<file path="src/rtl/weight_fetch_sched_if.sv">
// Memory read-port bundle between weight_fetch_sched (master) and the shared
// memory (slave): burst request/grant plus the returning 64-bit beat stream.
interface weight_fetch_sched_if #(
    parameter int ADDR_W = 32,
    parameter int LEN_W  = 8
);
    logic              mem_rd_req;
    logic [ADDR_W-1:0] mem_rd_addr;
    logic [LEN_W-1:0]  mem_rd_len;
    logic              mem_rd_gnt;
    logic              mem_rd_valid;
    logic [63:0]       mem_rd_data;

    modport master (
        output mem_rd_req, mem_rd_addr, mem_rd_len,
        input  mem_rd_gnt, mem_rd_valid, mem_rd_data
    );

    modport slave (
        input  mem_rd_req, mem_rd_addr, mem_rd_len,
        output mem_rd_gnt, mem_rd_valid, mem_rd_data
    );
endinterface

</file>
<file path="src/rtl/weight_fetch_sched.sv">
// Round-robin burst scheduler feeding two ping-pong weight buffers from one memory read port.
// OP_MODE encoding: 0 = MODE1 (88 beats), 1 = MODE2 (44), 2/3 = MODE3 (22). Optional WFS_ADDR_AUTO_INC_EN.
module weight_fetch_sched #(
    parameter int ADDR_W = 32,
    parameter int LEN_W  = 8
) (
    input  logic                      clk,
    input  logic                      rst,
    input  logic                      start,
    input  logic [1:0]                mode_in,
    input  logic [ADDR_W-1:0]         base_addr,
    input  logic                      stop,
    input  logic [1:0]                buf_req,
    weight_fetch_sched_if.master      mem,
    output logic [1:0]                wb_data_valid,
    output logic [63:0]               wb_data,
    output logic                      load_done,
    output logic                      done_buf,
    output logic                      busy,
    output logic                      protocol_err
);

    localparam logic [1:0] ST_IDLE   = 2'd0;
    localparam logic [1:0] ST_ARB    = 2'd1;
    localparam logic [1:0] ST_REQ    = 2'd2;
    localparam logic [1:0] ST_STREAM = 2'd3;

    localparam logic [LEN_W-1:0] LEN_MODE1 = LEN_W'(88);
    localparam logic [LEN_W-1:0] LEN_MODE2 = LEN_W'(44);
    localparam logic [LEN_W-1:0] LEN_MODE3 = LEN_W'(22);

    logic [1:0]        state_q,    state_d;
    logic [LEN_W-1:0]  mode_len_q, mode_len_d;
    logic [ADDR_W-1:0] cur_addr_q, cur_addr_d;
    logic              busy_q,     busy_d;
    logic              err_q,      err_d;
    logic              prio_q,     prio_d;
    logic              sel_q,      sel_d;
    logic              stop_q,     stop_d;
    logic [LEN_W-1:0]  cnt_q,      cnt_d;
    logic              req_q,      req_d;
    logic [ADDR_W-1:0] addr_q,     addr_d;
    logic [LEN_W-1:0]  len_q,      len_d;
    logic [1:0]        wbv_q,      wbv_d;
    logic [63:0]       wbd_q,      wbd_d;
    logic              done_q,     done_d;
    logic              done_buf_q, done_buf_d;

    logic [LEN_W-1:0]  start_len;
    logic              last_beat;

    always_comb begin
        case (mode_in)
            2'd0:    start_len = LEN_MODE1;
            2'd1:    start_len = LEN_MODE2;
            default: start_len = LEN_MODE3;
        endcase
    end

    assign last_beat = (cnt_q == len_q - LEN_W'(1));

    always_comb begin
        state_d    = state_q;
        mode_len_d = mode_len_q;
        cur_addr_d = cur_addr_q;
        busy_d     = busy_q;
        err_d      = err_q;
        prio_d     = prio_q;
        sel_d      = sel_q;
        stop_d     = stop_q;
        cnt_d      = cnt_q;
        req_d      = req_q;
        addr_d     = addr_q;
        len_d      = len_q;
        wbv_d      = '0;
        wbd_d      = wbd_q;
        done_d     = 1'b0;
        done_buf_d = done_buf_q;

        // Beats are only legal while streaming; anything else is dropped and flagged.
        if (mem.mem_rd_valid && (state_q != ST_STREAM))
            err_d = 1'b1;
        if (stop && (state_q != ST_IDLE))
            stop_d = 1'b1;

        case (state_q)
            ST_IDLE: begin
                if (start) begin
                    state_d    = ST_ARB;
                    mode_len_d = start_len;
                    cur_addr_d = base_addr;
                    busy_d     = 1'b1;
                    err_d      = 1'b0;
                    prio_d     = 1'b0;
                    stop_d     = 1'b0;
                end
            end

            ST_ARB: begin
                if (stop_q || stop) begin
                    state_d = ST_IDLE;
                    busy_d  = 1'b0;
                    stop_d  = 1'b0;
                end else if (|buf_req) begin
                    sel_d   = buf_req[prio_q] ? prio_q : ~prio_q;
                    prio_d  = ~sel_d;
                    req_d   = 1'b1;
                    addr_d  = cur_addr_q;
                    len_d   = mode_len_q;
                    state_d = ST_REQ;
                end
            end

            ST_REQ: begin
                if (mem.mem_rd_gnt) begin
                    req_d   = 1'b0;
                    cnt_d   = '0;
                    state_d = ST_STREAM;
                end
            end

            default: begin
                if (mem.mem_rd_valid) begin
                    wbd_d        = mem.mem_rd_data;
                    wbv_d[sel_q] = 1'b1;
                    if (cnt_q != '1)
                        cnt_d = cnt_q + LEN_W'(1);
                    if (last_beat) begin
                        state_d    = ST_ARB;
                        done_d     = 1'b1;
                        done_buf_d = sel_q;
`ifdef WFS_ADDR_AUTO_INC_EN
                        cur_addr_d = cur_addr_q + ADDR_W'({len_q, 3'b000});
`endif
                    end
                end
            end
        endcase
    end

    always_ff @(posedge clk) begin
        if (rst) begin
            state_q    <= ST_IDLE;
            mode_len_q <= '0;
            cur_addr_q <= '0;
            busy_q     <= 1'b0;
            err_q      <= 1'b0;
            prio_q     <= 1'b0;
            sel_q      <= 1'b0;
            stop_q     <= 1'b0;
            cnt_q      <= '0;
            req_q      <= 1'b0;
            addr_q     <= '0;
            len_q      <= '0;
            wbv_q      <= '0;
            wbd_q      <= '0;
            done_q     <= 1'b0;
            done_buf_q <= 1'b0;
        end else begin
            state_q    <= state_d;
            mode_len_q <= mode_len_d;
            cur_addr_q <= cur_addr_d;
            busy_q     <= busy_d;
            err_q      <= err_d;
            prio_q     <= prio_d;
            sel_q      <= sel_d;
            stop_q     <= stop_d;
            cnt_q      <= cnt_d;
            req_q      <= req_d;
            addr_q     <= addr_d;
            len_q      <= len_d;
            wbv_q      <= wbv_d;
            wbd_q      <= wbd_d;
            done_q     <= done_d;
            done_buf_q <= done_buf_d;
        end
    end

    assign mem.mem_rd_req  = req_q;
    assign mem.mem_rd_addr = addr_q;
    assign mem.mem_rd_len  = len_q;
    assign wb_data_valid   = wbv_q;
    assign wb_data         = wbd_q;
    assign load_done       = done_q;
    assign done_buf        = done_buf_q;
    assign busy            = busy_q;
    assign protocol_err    = err_q;

endmodule

</file>
<file path="src/flat_wrapper.sv">
// flat-port wrapper written by rule: the top's interface ports become plain ports
module weight_fetch_sched_flat 
#(
    parameter int ADDR_W = 32,
    parameter int LEN_W  = 8
)
  (clk, rst, start, mode_in, base_addr, stop, buf_req, wb_data_valid, wb_data, load_done, done_buf, busy, protocol_err, mem_mem_rd_req, mem_mem_rd_addr, mem_mem_rd_len, mem_mem_rd_gnt, mem_mem_rd_valid, mem_mem_rd_data);
  weight_fetch_sched_if #(.ADDR_W(ADDR_W), .LEN_W(LEN_W)) mem_i ();
  input  logic clk;
  input  logic rst;
  input  logic start;
  input  logic [1:0] mode_in;
  input  logic [ADDR_W-1:0] base_addr;
  input  logic stop;
  input  logic [1:0] buf_req;
  output logic [1:0] wb_data_valid;
  output logic [63:0] wb_data;
  output logic load_done;
  output logic done_buf;
  output logic busy;
  output logic protocol_err;
  output wire logic [$bits(mem_i.mem_rd_req)-1:0] mem_mem_rd_req;
  output wire logic [$bits(mem_i.mem_rd_addr)-1:0] mem_mem_rd_addr;
  output wire logic [$bits(mem_i.mem_rd_len)-1:0] mem_mem_rd_len;
  input wire logic [$bits(mem_i.mem_rd_gnt)-1:0] mem_mem_rd_gnt;
  input wire logic [$bits(mem_i.mem_rd_valid)-1:0] mem_mem_rd_valid;
  input wire logic [$bits(mem_i.mem_rd_data)-1:0] mem_mem_rd_data;
  assign mem_mem_rd_req = mem_i.mem_rd_req;
  assign mem_mem_rd_addr = mem_i.mem_rd_addr;
  assign mem_mem_rd_len = mem_i.mem_rd_len;
  assign mem_i.mem_rd_gnt = mem_mem_rd_gnt;
  assign mem_i.mem_rd_valid = mem_mem_rd_valid;
  assign mem_i.mem_rd_data = mem_mem_rd_data;
  weight_fetch_sched #(.ADDR_W(ADDR_W), .LEN_W(LEN_W)) u_core (.clk(clk), .rst(rst), .start(start), .mode_in(mode_in), .base_addr(base_addr), .stop(stop), .buf_req(buf_req), .mem(mem_i), .wb_data_valid(wb_data_valid), .wb_data(wb_data), .load_done(load_done), .done_buf(done_buf), .busy(busy), .protocol_err(protocol_err));
endmodule
</file>
<file path="config.mk">
export PLATFORM = sky130hd
export DESIGN_NAME = weight_fetch_sched_flat
export DESIGN_NICKNAME = d
export VERILOG_FILES = /design/src/rtl/weight_fetch_sched_if.sv /design/src/rtl/weight_fetch_sched.sv /design/src/flat_wrapper.sv
export SDC_FILE = /design/constraint.sdc
export NUM_CORES = 1
export LEC_CHECK = 0
export BUFFER_PORTS_ARGS = -buffer_cell sky130_fd_sc_hd__buf_2
export CORE_ASPECT_RATIO = 0.7
export CORE_UTILIZATION = 25
export CTS_BUF_LIST = sky130_fd_sc_hd__clkbuf_2
export DETAILED_ROUTE_END_ITERATION = 10
export GPL_TIMING_DRIVEN = 1
export PLACE_DENSITY = 0.44
export SYNTH_ARGS = -nofsm -noshare
export SYNTH_HDL_FRONTEND = slang
export SYNTH_SLANG_ARGS = --single-unit
</file>
<file path="constraint.sdc">
create_clock -name clk -period 2.8 [get_ports clk]
set_input_delay 0.14 -clock clk [delete_from_list [all_inputs] [get_ports clk]]
set_output_delay 0.14 -clock clk [all_outputs]
set_load 0.02 [all_outputs]
</file>
# Word level (Yosys, flattened, before mapping)
# Cells that the tools add are included.
[op_classes] n_addsub=2 order_cmp=3 n_eq_ne=12 muxes=36 n_bitwise=6 reduce_logical=26
[op_table] op="$mux W8" n=3
[op_table] op="$mux W1" n=19
[op_table] op="$pmux W8 S2" n=1
[op_table] op="$pmux W7 S2" n=1
[op_table] op="$mux W2" n=6
[op_table] op="$reduce_and A4 Y1" n=3
[op_table] op="$reduce_bool A2 Y1" n=5
[op_table] op="$reduce_and A3 Y1" n=3
[op_table] op="$add A8 B1 Y8 const B" n=1
[op_table] op="$eq A8 B8 Y1" n=1
[op_table] op="$ne A2 B2 Y1 const B" n=4
[op_table] op="$ne A8 B8 Y1 const B" n=1
[op_table] op="$pmux W1 S2" n=4
[op_table] op="$reduce_bool A4 Y1" n=2
[op_table] op="$sub A8 B1 Y8 const B" n=1
[op_table] op="$not A1 Y1" n=6
[op_table] op="$pmux W2 S3" n=1
[op_table] op="$reduce_and A5 Y1" n=1
[op_table] op="$reduce_or A5 Y1" n=1
[op_table] op="$eq A2 B1 Y1 const B" n=2
[op_table] op="$logic_not A2 Y1" n=2
[op_table] op="$lt A1 B2 Y1 const B" n=2
[op_table] op="$ne A2 B1 Y1 const B" n=2
[op_table] op="$reduce_and A2 Y1" n=2
[op_table] op="8 further kinds" n=11
[totals] register_bits=164 input_bits=106

# Depth between registers and ports, before layout
# Gate-level depths: netlist of the first run.
[logic_depth] word_depth=7 mapped_depth=9

# Worst setup path after synthesis of the first run
# No wires, ideal clock.
[synth_path] path_type="reg2reg" from="register u_core.state_q[0]" to="register u_core.cnt_q[7]" setup_time_ns=0.121 arrival_ns=2.243 t_required_ns=2.679 setup_slack_ns=0.436 stages_incl_launch_ff=10 n_path_buf=1 cell_sequence="dfxtp_1 > inv_1 > ha_1 > clkbuf_1 > or4b_1 > a41oi_1 > o2111ai_1 > nor3_1 > xnor2_1 > nor2_1"
[synth_via] elab_chain_len=4
[synth_rtl] item="from (decl)" line_no="weight_fetch_sched.sv:32" rtl="logic [1:0] state_q, state_d;"
[synth_rtl] item="from (signal assigned)" line_no="weight_fetch_sched.sv:160" rtl="state_q <= state_d;"
[synth_rtl] item="$eq A2 B1 Y1 / $logic_not A2 Y1 (equally long branches)" line_no="weight_fetch_sched.sv:86" rtl="case (state_q)"
[synth_rtl] item="$reduce_or A2 Y1 (no line)"
[synth_rtl] item="$not A1 Y1 (no line)"
[synth_rtl] item="$reduce_and A4 Y1 (no line)"
[synth_rtl] item="to (signal assigned)" line_no="weight_fetch_sched.sv:168" rtl="cnt_q <= cnt_d;"
[synth_rtl] item="to (decl)" line_no="weight_fetch_sched.sv:40" rtl="logic [LEN_W-1:0] cnt_q, cnt_d;"
# Several ways; a longest one is shown, not always the timed one.
# A chain may end at the register's enable or synchronous reset.

# Worst setup path in the final report of the first run
[layout_path] from="register u_core.state_q[1]" to="register u_core.mode_len_q[5]"
[layout_via] elab_chain_len=2
[layout_rtl] item="$logic_not A2 Y1" line_no="weight_fetch_sched.sv:86"
[layout_rtl] item="$reduce_and A2 Y1 (no line)"
[layout_rtl] item="to (signal assigned)" line_no="weight_fetch_sched.sv:161" rtl="mode_len_q <= mode_len_d;"
[layout_rtl] item="to (decl)" line_no="weight_fetch_sched.sv:33" rtl="logic [LEN_W-1:0] mode_len_q, mode_len_d;"
# No other way between the ends.

==> impl_metrics.env, run 1 <==
export IMPL_drt_iter0_drc=293
export IMPL_grt_util_all_layers_pct=15.4
export IMPL_min_period_ps=2630
export IMPL_post_cts_buffers=0
export IMPL_fin_skew_ps=47.4
export IMPL_met2_usage_pct=25.3
export IMPL_port_buffers=214
export IMPL_path_clk_slew_ps=260
export IMPL_synth_xor_area_share_pct=1.91
export IMPL_hold_viol=0
export IMPL_first_pass_iters=4
export IMPL_coreArea_sq_mm=0.0230
export IMPL_dp_hpwl_um=11600
export IMPL_synth_top_family_by_area="simple AND/OR/NAND/NOR gates"
export IMPL_ys_flop_type="dfxtp_1"
export IMPL_grt_pass1_wl_um=30800
export IMPL_io_pins=217
export IMPL_required_ps=3430
export IMPL_cpMaxStageDelayCell="dlygate4sd3_1"
export IMPL_crit_path_max_fanout=18
export IMPL_synth_top_area_share_pct=53.8
export IMPL_insertion_delay_ps=740
export IMPL_ys_warnings_count=0
export IMPL_ys_types=46
export IMPL_fp_dieArea_sq_mm=0.0245
export IMPL_status="finished, final reports clean"
export IMPL_grtUsageMet1_pct=19.2
export IMPL_wire_per_inst_um=12.9
export IMPL_cts_buffer_depth=2
export IMPL_holdWs_ps=138
export IMPL_start_util_pct=25.9
export IMPL_antenna_found_initial=0
export IMPL_finalWeightedCongestion=0.763
export IMPL_slew_viol_final=0
export IMPL_worstSetupEndpointType="flop"
export IMPL_synth_edf_count=0
export IMPL_crit_chain="inv_1 > ha_1 > nand2_1 > buf_4 > nor2_1 > a22oi_1 > dlygate4sd3_1 > nor2_1 > dlygate4sd3_1"
export IMPL_post_dp_cell_area_sq_mm=0.00739
export IMPL_tritoncts="built"
export IMPL_drc=0
export IMPL_max_freq_mhz=380
export IMPL_synth_compound_area_share_pct=15.1
export IMPL_rsz0062_at_grt="false"
export IMPL_setup_viol=0
export IMPL_antenna_left=0
export IMPL_busiest_layer="met2"
export IMPL_yosysMostFrequentCell="nand2_1"
export IMPL_cp_start_kind="flop"
export IMPL_syn_inst=754
export IMPL_ys_seq_area_share_pct=53.8
export IMPL_num_vias=6214
export IMPL_path_buf_inv=4
export IMPL_grt_max_degree=87
export IMPL_drive_gt1_share_pct=24.0
export IMPL_hp_class="input port to flop"
export IMPL_num_rows=46
export IMPL_cp_arrival_ps=3270
export IMPL_diodes=0
export IMPL_synth_area_mux_share_pct=0.336
export IMPL_grt_use_met3_pct=5.21
export IMPL_synth_largest_area_cell="dfxtp_1"
export IMPL_peakVddDrop_uv=234
export IMPL_die_w_um=187
export IMPL_relSlewSlack_pct=33.1
export IMPL_avgSynthCellArea_sq_um=7.90
export IMPL_synthAdderAreaFrac_pct=1.68
export IMPL_max_stage_delay_ps=600
export IMPL_yosys_area_share_simple_pct=23.4
export IMPL_routed_wl_um=18600
export IMPL_tns_ps=0
export IMPL_grt_overflow_total=0
export IMPL_syn_area_sq_mm=0.00596
export IMPL_synth_top_cells_by_count="282 x nand2_1, 160 x dfxtp_1, 144 x a21oi_1"
export IMPL_maxCapViolCount=0
export IMPL_nets=1235
export IMPL_vias_per_cell=4.30
export IMPL_power_leakage_nw=4.02
export IMPL_worstSetupPathType="flop to flop"
export IMPL_syn_to_final_growth_pct=56.9
export IMPL_ys_top_cells_by_area="dfxtp_1 54%, nand2_1 18%, a21oi_1 12%"
export IMPL_die_h_um=131
export IMPL_final_area_sq_mm=0.00935
export IMPL_yosys_register_bits=160
export IMPL_period_share_pct=94.0
export IMPL_cts_sinks=160
export IMPL_worst_pin_slew_ps=1000
export IMPL_cts_made_buffers=17
export IMPL_clockRootBuffer="clkbuf_2"
export IMPL_power_density_mw_per_mm2=523
export IMPL_cts_htree_levels=4
export IMPL_ys_async_sr_fraction_pct=0
export IMPL_grt_pass1_vias=6258
export IMPL_cp_top_family="buffers and inverters"
-- registers in the layout, indices dropped and copies added, names as in the netlist, 2 cells and up --
name and count:
u_core.mem.mem_rd_addr 32, u_core.cnt_q 8, u_core.cur_addr_q 32, u_core.state_q 2
u_core.mem.mem_rd_len 6, u_core.wb_data 64, u_core.wb_data_valid 2, u_core.mode_len_q 6
-- cell families (layout without fill, tap and decap cells) --
| kind of cell | count (synthesis) | in the layout |
|---|---|---|
| simple gates | 343 | 343 |
| mux | 2 | 2 |
| compound gates | 169 | 169 |
| fa+ha+maj | 8 | 8 |
| flops | 160 | 160 |
| other cells | 1 | 2 |
| xor+xnor | 13 | 13 |
| buf+inv | 58 | 436 |
-- where the power goes --
part | internal [mW] | switching [mW] | leakage [nW] | total (mW)
Sequential | 2.40 | 0.0722 | 1.30 | 2.47
Clock | 0.587 | 0.835 | 0.152 | 1.42
Combinational | 0.475 | 0.515 | 2.57 | 0.989
Total | 3.46 | 1.42 | 4.02 | 4.88
-- worst register-to-register path, cell delays in order (launching register included) --
cell and delay [ps]:
dfxtp_2 420, inv_1 80, ha_1 280, nand2_1 110
buf_4 240, nor2_1 90, a22oi_1 130, dlygate4sd3_1 560
nor2_1 40, dlygate4sd3_1 600
-- path summary, 6_finish.rpt --
path	from	slack (ps)	end	depth (start not counted)
max	u_core.state_q[1]	170	u_core.mode_len_q[5]	9
min	mem_mem_rd_data[38]	140	u_core.wb_data[38]	4
max reg2reg	u_core.state_q[1]	170	u_core.mode_len_q[5]	9
min reg2reg	u_core.cur_addr_q[3]	410	u_core.mem.mem_rd_addr[3]	2
-- cells in the final DEF (no fill, tap or decap), types with 3 or more instances in the layout --
cell / count
clkbuf_2: 20
ha_1: 8
nand3_1: 3
nand2_1: 281
nor2_1: 23
nand2b_1: 4
buf_4: 13
nor3_1: 9
bufinv_16: 4
xnor2_1: 7
clkinvlp_4: 3
o21ai_0: 11
a21oi_1: 144
or3_1: 3
dfxtp_1: 158
buf_2: 213
dlygate4sd3_1: 169
xor2_1: 6
inv_1: 7
-- timing repair --
action | in CTS | in global routing
hold endpoints to repair | 145 | 0
gates resized for setup | 0 | 3
endpoints found under the setup margin | 0 | 2
hold buffers | 169 | 0
-- area by class of cell --
type	instances	area, sq um
well taps	312	390
fillers	2479	13700
clock buffers	20	100
multi-input cells	537	2550
flip-flops and latches	160	3210
inverters	7	26.3
repair buffers	398	2910
clock inverters	11	164
-- metrics by stage --
| step | cells | util, % | power, mW | setup WS (ps) |
|---|---|---|---|---|
| after global placement | 1245 | 32.1 | 3.28 | 408 |
| after global routing | 1445 | 40.6 | 5.19 | 34.7 |
| after detailed placement | 1245 | 32.1 | 3.27 | 372 |
| after floorplan | 755 | - | 2.97 | 436 |
| after CTS | 1445 | 40.6 | 4.97 | 96.5 |
| final | 1445 | 40.6 | 4.88 | 167 |
-- metal layers --
metal	part of all wire (%)	up-vias
li1	-	3184
met1	47	2876
met2	46	139
met3	6.1	15
met4	1.2	0
met5	0	-
(Power assumes the default switching activity.)
==> inputs of run 2 (changes only) <==
--- a/config.mk
+++ b/config.mk
@@ -7,11 +7,12 @@
 export LEC_CHECK = 0
 export BUFFER_PORTS_ARGS = -buffer_cell sky130_fd_sc_hd__buf_2
 export CORE_ASPECT_RATIO = 0.7
-export CORE_UTILIZATION = 25
+export CORE_UTILIZATION = 51
 export CTS_BUF_LIST = sky130_fd_sc_hd__clkbuf_2
 export DETAILED_ROUTE_END_ITERATION = 10
 export GPL_TIMING_DRIVEN = 1
-export PLACE_DENSITY = 0.44
+export MAX_ROUTING_LAYER = met4
+export PLACE_DENSITY = 0.8
 export SYNTH_ARGS = -nofsm -noshare
 export SYNTH_HDL_FRONTEND = slang
 export SYNTH_SLANG_ARGS = --single-unit
==> run 2 against run 1 <==
Fmax rose by 0.97%. Critical path type unchanged. Wire length rose by 8.6%. Non-clock buffer count fell by 11. Sequential share of layout area rose by 1.4 points. Global-route usage rose by 19 points. Core utilization rose by 40 points. Flip-flop and latch count did not move. Die area fell by 50%. Register-to-register slack improved by 30 ps. Via count rose by 9.1%. Setup slack improved by 25 ps.
==> impl_metrics.env, run 2 (synthesized netlist as in run 1, its figures left out) <==
export IMPL_clockRootBuffer="clkbuf_2"
export IMPL_num_vias=6782
export IMPL_vias_per_cell=5.31
export IMPL_total_power_mw=4.62
export IMPL_worst_pin_slew_ps=779
export IMPL_min_period_ps=2610
export IMPL_drt_iter0_drc=426
export IMPL_cp_start_kind="flop"
export IMPL_holdWs_ps=165
export IMPL_final_cell_mix="281 x nand2_1, 213 x buf_2, 160 x dfxtp_1"
export IMPL_grt_overflow_total=0
export IMPL_cp_top_family="buffers and inverters"
export IMPL_cts_htree_levels=4
export IMPL_grt_pass1_vias=6930
export IMPL_cts_sinks=160
export IMPL_coreArea_sq_mm=0.0112
export IMPL_power_density_mw_per_mm2=515
export IMPL_die_h_um=92.4
export IMPL_io_pins=217
export IMPL_nets=1224
export IMPL_max_freq_mhz=383
export IMPL_maxCapViolCount=0
export IMPL_hold_viol=0
export IMPL_period_share_pct=93.1
export IMPL_tritoncts="built"
export IMPL_drc=0
export IMPL_cts_made_buffers=17
export IMPL_port_buffers=214
export IMPL_fin_skew_ps=39.6
export IMPL_crit_path_max_fanout=35
export IMPL_peakVddDrop_uv=287
export IMPL_status="finished, final reports clean"
export IMPL_wire_per_inst_um=15.8
export IMPL_die_w_um=131
export IMPL_crit_chain="ha_1 > and2_2 > buf_4 > nand2_1 > a21oi_1 > dlygate4sd3_1"
export IMPL_largest_reg_flops=64
export IMPL_slew_viol_final=0
export IMPL_path_buf_inv=2
export IMPL_worstSetupPathType="flop to flop"
export IMPL_insertion_delay_ps=730
export IMPL_setup_viol=0
export IMPL_tns_ps=0
export IMPL_cp_arrival_ps=3260
export IMPL_post_dp_cell_area_sq_mm=0.00714
export IMPL_first_pass_iters=5
export IMPL_antenna_left=0
export IMPL_path_clk_slew_ps=240
export IMPL_fp_dieArea_sq_mm=0.0121
export IMPL_hp_class="input port to flop"
export IMPL_final_area_sq_mm=0.00898
export IMPL_cts_buffer_depth=2
export IMPL_dp_hpwl_um=10300
export IMPL_grt_util_all_layers_pct=34.7
export IMPL_worstSetupEndpointType="flop"
export IMPL_cpMaxStageDelayCell="and2_2"
export IMPL_routed_wl_um=20200
export IMPL_syn_to_final_growth_pct=50.8
export IMPL_rsz0062_at_grt="false"
export IMPL_num_rows=32
export IMPL_required_ps=3460
export IMPL_drive_gt1_share_pct=24.0
export IMPL_power_leakage_nw=3.99
export IMPL_antenna_found_initial=1
export IMPL_final_common_cell="nand2_1"
export IMPL_max_stage_delay_ps=610
export IMPL_r2r_setup_slack_ps=190
export IMPL_finalWeightedCongestion=0.840
export IMPL_grt_max_degree=74
export IMPL_relSlewSlack_pct=48.1
export IMPL_start_util_pct=53.3
export IMPL_grt_pass1_wl_um=32300
[run 2: cell types whose count changed in the layout (fill, tap and decap cells not counted), moves of 2 or more]
cell	before	now
dfxtp_2	2	0
clkbuf_2	20	17
dfxtp_1	158	160
bufinv_16	4	2
clkinv_4	0	6
buf_12	2	0
dlygate4sd3_1	169	159
buf_4	13	15
[run 2: worst min-delay path, cell delays in order]
cell           delay (ps)
dlygate4sd3_1         530
buf_2                 120
nand2_1                40
a21oi_1                50
[run 2: worst paths after layout]
check | from | cells past startpoint | to
setup / recovery | u_core.state_q[0] | 6 | u_core.wb_data[16]
hold / removal | base_addr[5] | 4 | u_core.cur_addr_q[5]
hold reg to reg | u_core.cur_addr_q[26] | 2 | u_core.mem.mem_rd_addr[26]
setup reg to reg | u_core.state_q[0] | 6 | u_core.wb_data[16]
[run 2: per-layer routing]
metal | track usage (%) | part of all wire (%)
met1 | 38.0 | 39
met5 | - | 0
met3 | 8.81 | 8.2
met4 | 20.9 | 5.0
met2 | 57.7 | 48
[run 2: area by class of cell]
| type | count | area [sq um] |
|---|---|---|
| Fill cell | 722 | 2190 |
| Clock buffer | 17 | 85.1 |
| Inverter | 7 | 26.3 |
| Antenna cell | 1 | 2.50 |
| Tap cell | 153 | 191 |
| Multi-Input combinational cell | 537 | 2540 |
| Sequential cell | 160 | 3200 |
| Timing Repair Buffer | 387 | 2770 |
| Clock inverter | 15 | 163 |
[run 2: timing repair]
item                                   in CTS  in global routing
resized for setup                           0                  0
hold buffers                              159                  0
setup buffers                               0                  0
endpoints found under the hold margin     134                  0
[run 2: power breakdown]
part	internal, mW	switching (mW)	leakage [nW]
Clock	0.419	0.851	0.138
Sequential	2.40	0.0789	1.30
Combinational	0.366	0.507	2.56
Total	3.19	1.44	3.99
[run 2: stage by stage]
step | utilization (%) | std cells | setup WS, ps
4_1_cts | 80.4 | 1276 | 306
2_1_floorplan | - | 755 | 436
3_3_place_gp | 63.9 | 1085 | 495
6_report | 80.4 | 1277 | 192
3_5_place_dp | 63.9 | 1085 | 407
5_1_grt | 80.4 | 1277 | 72.4
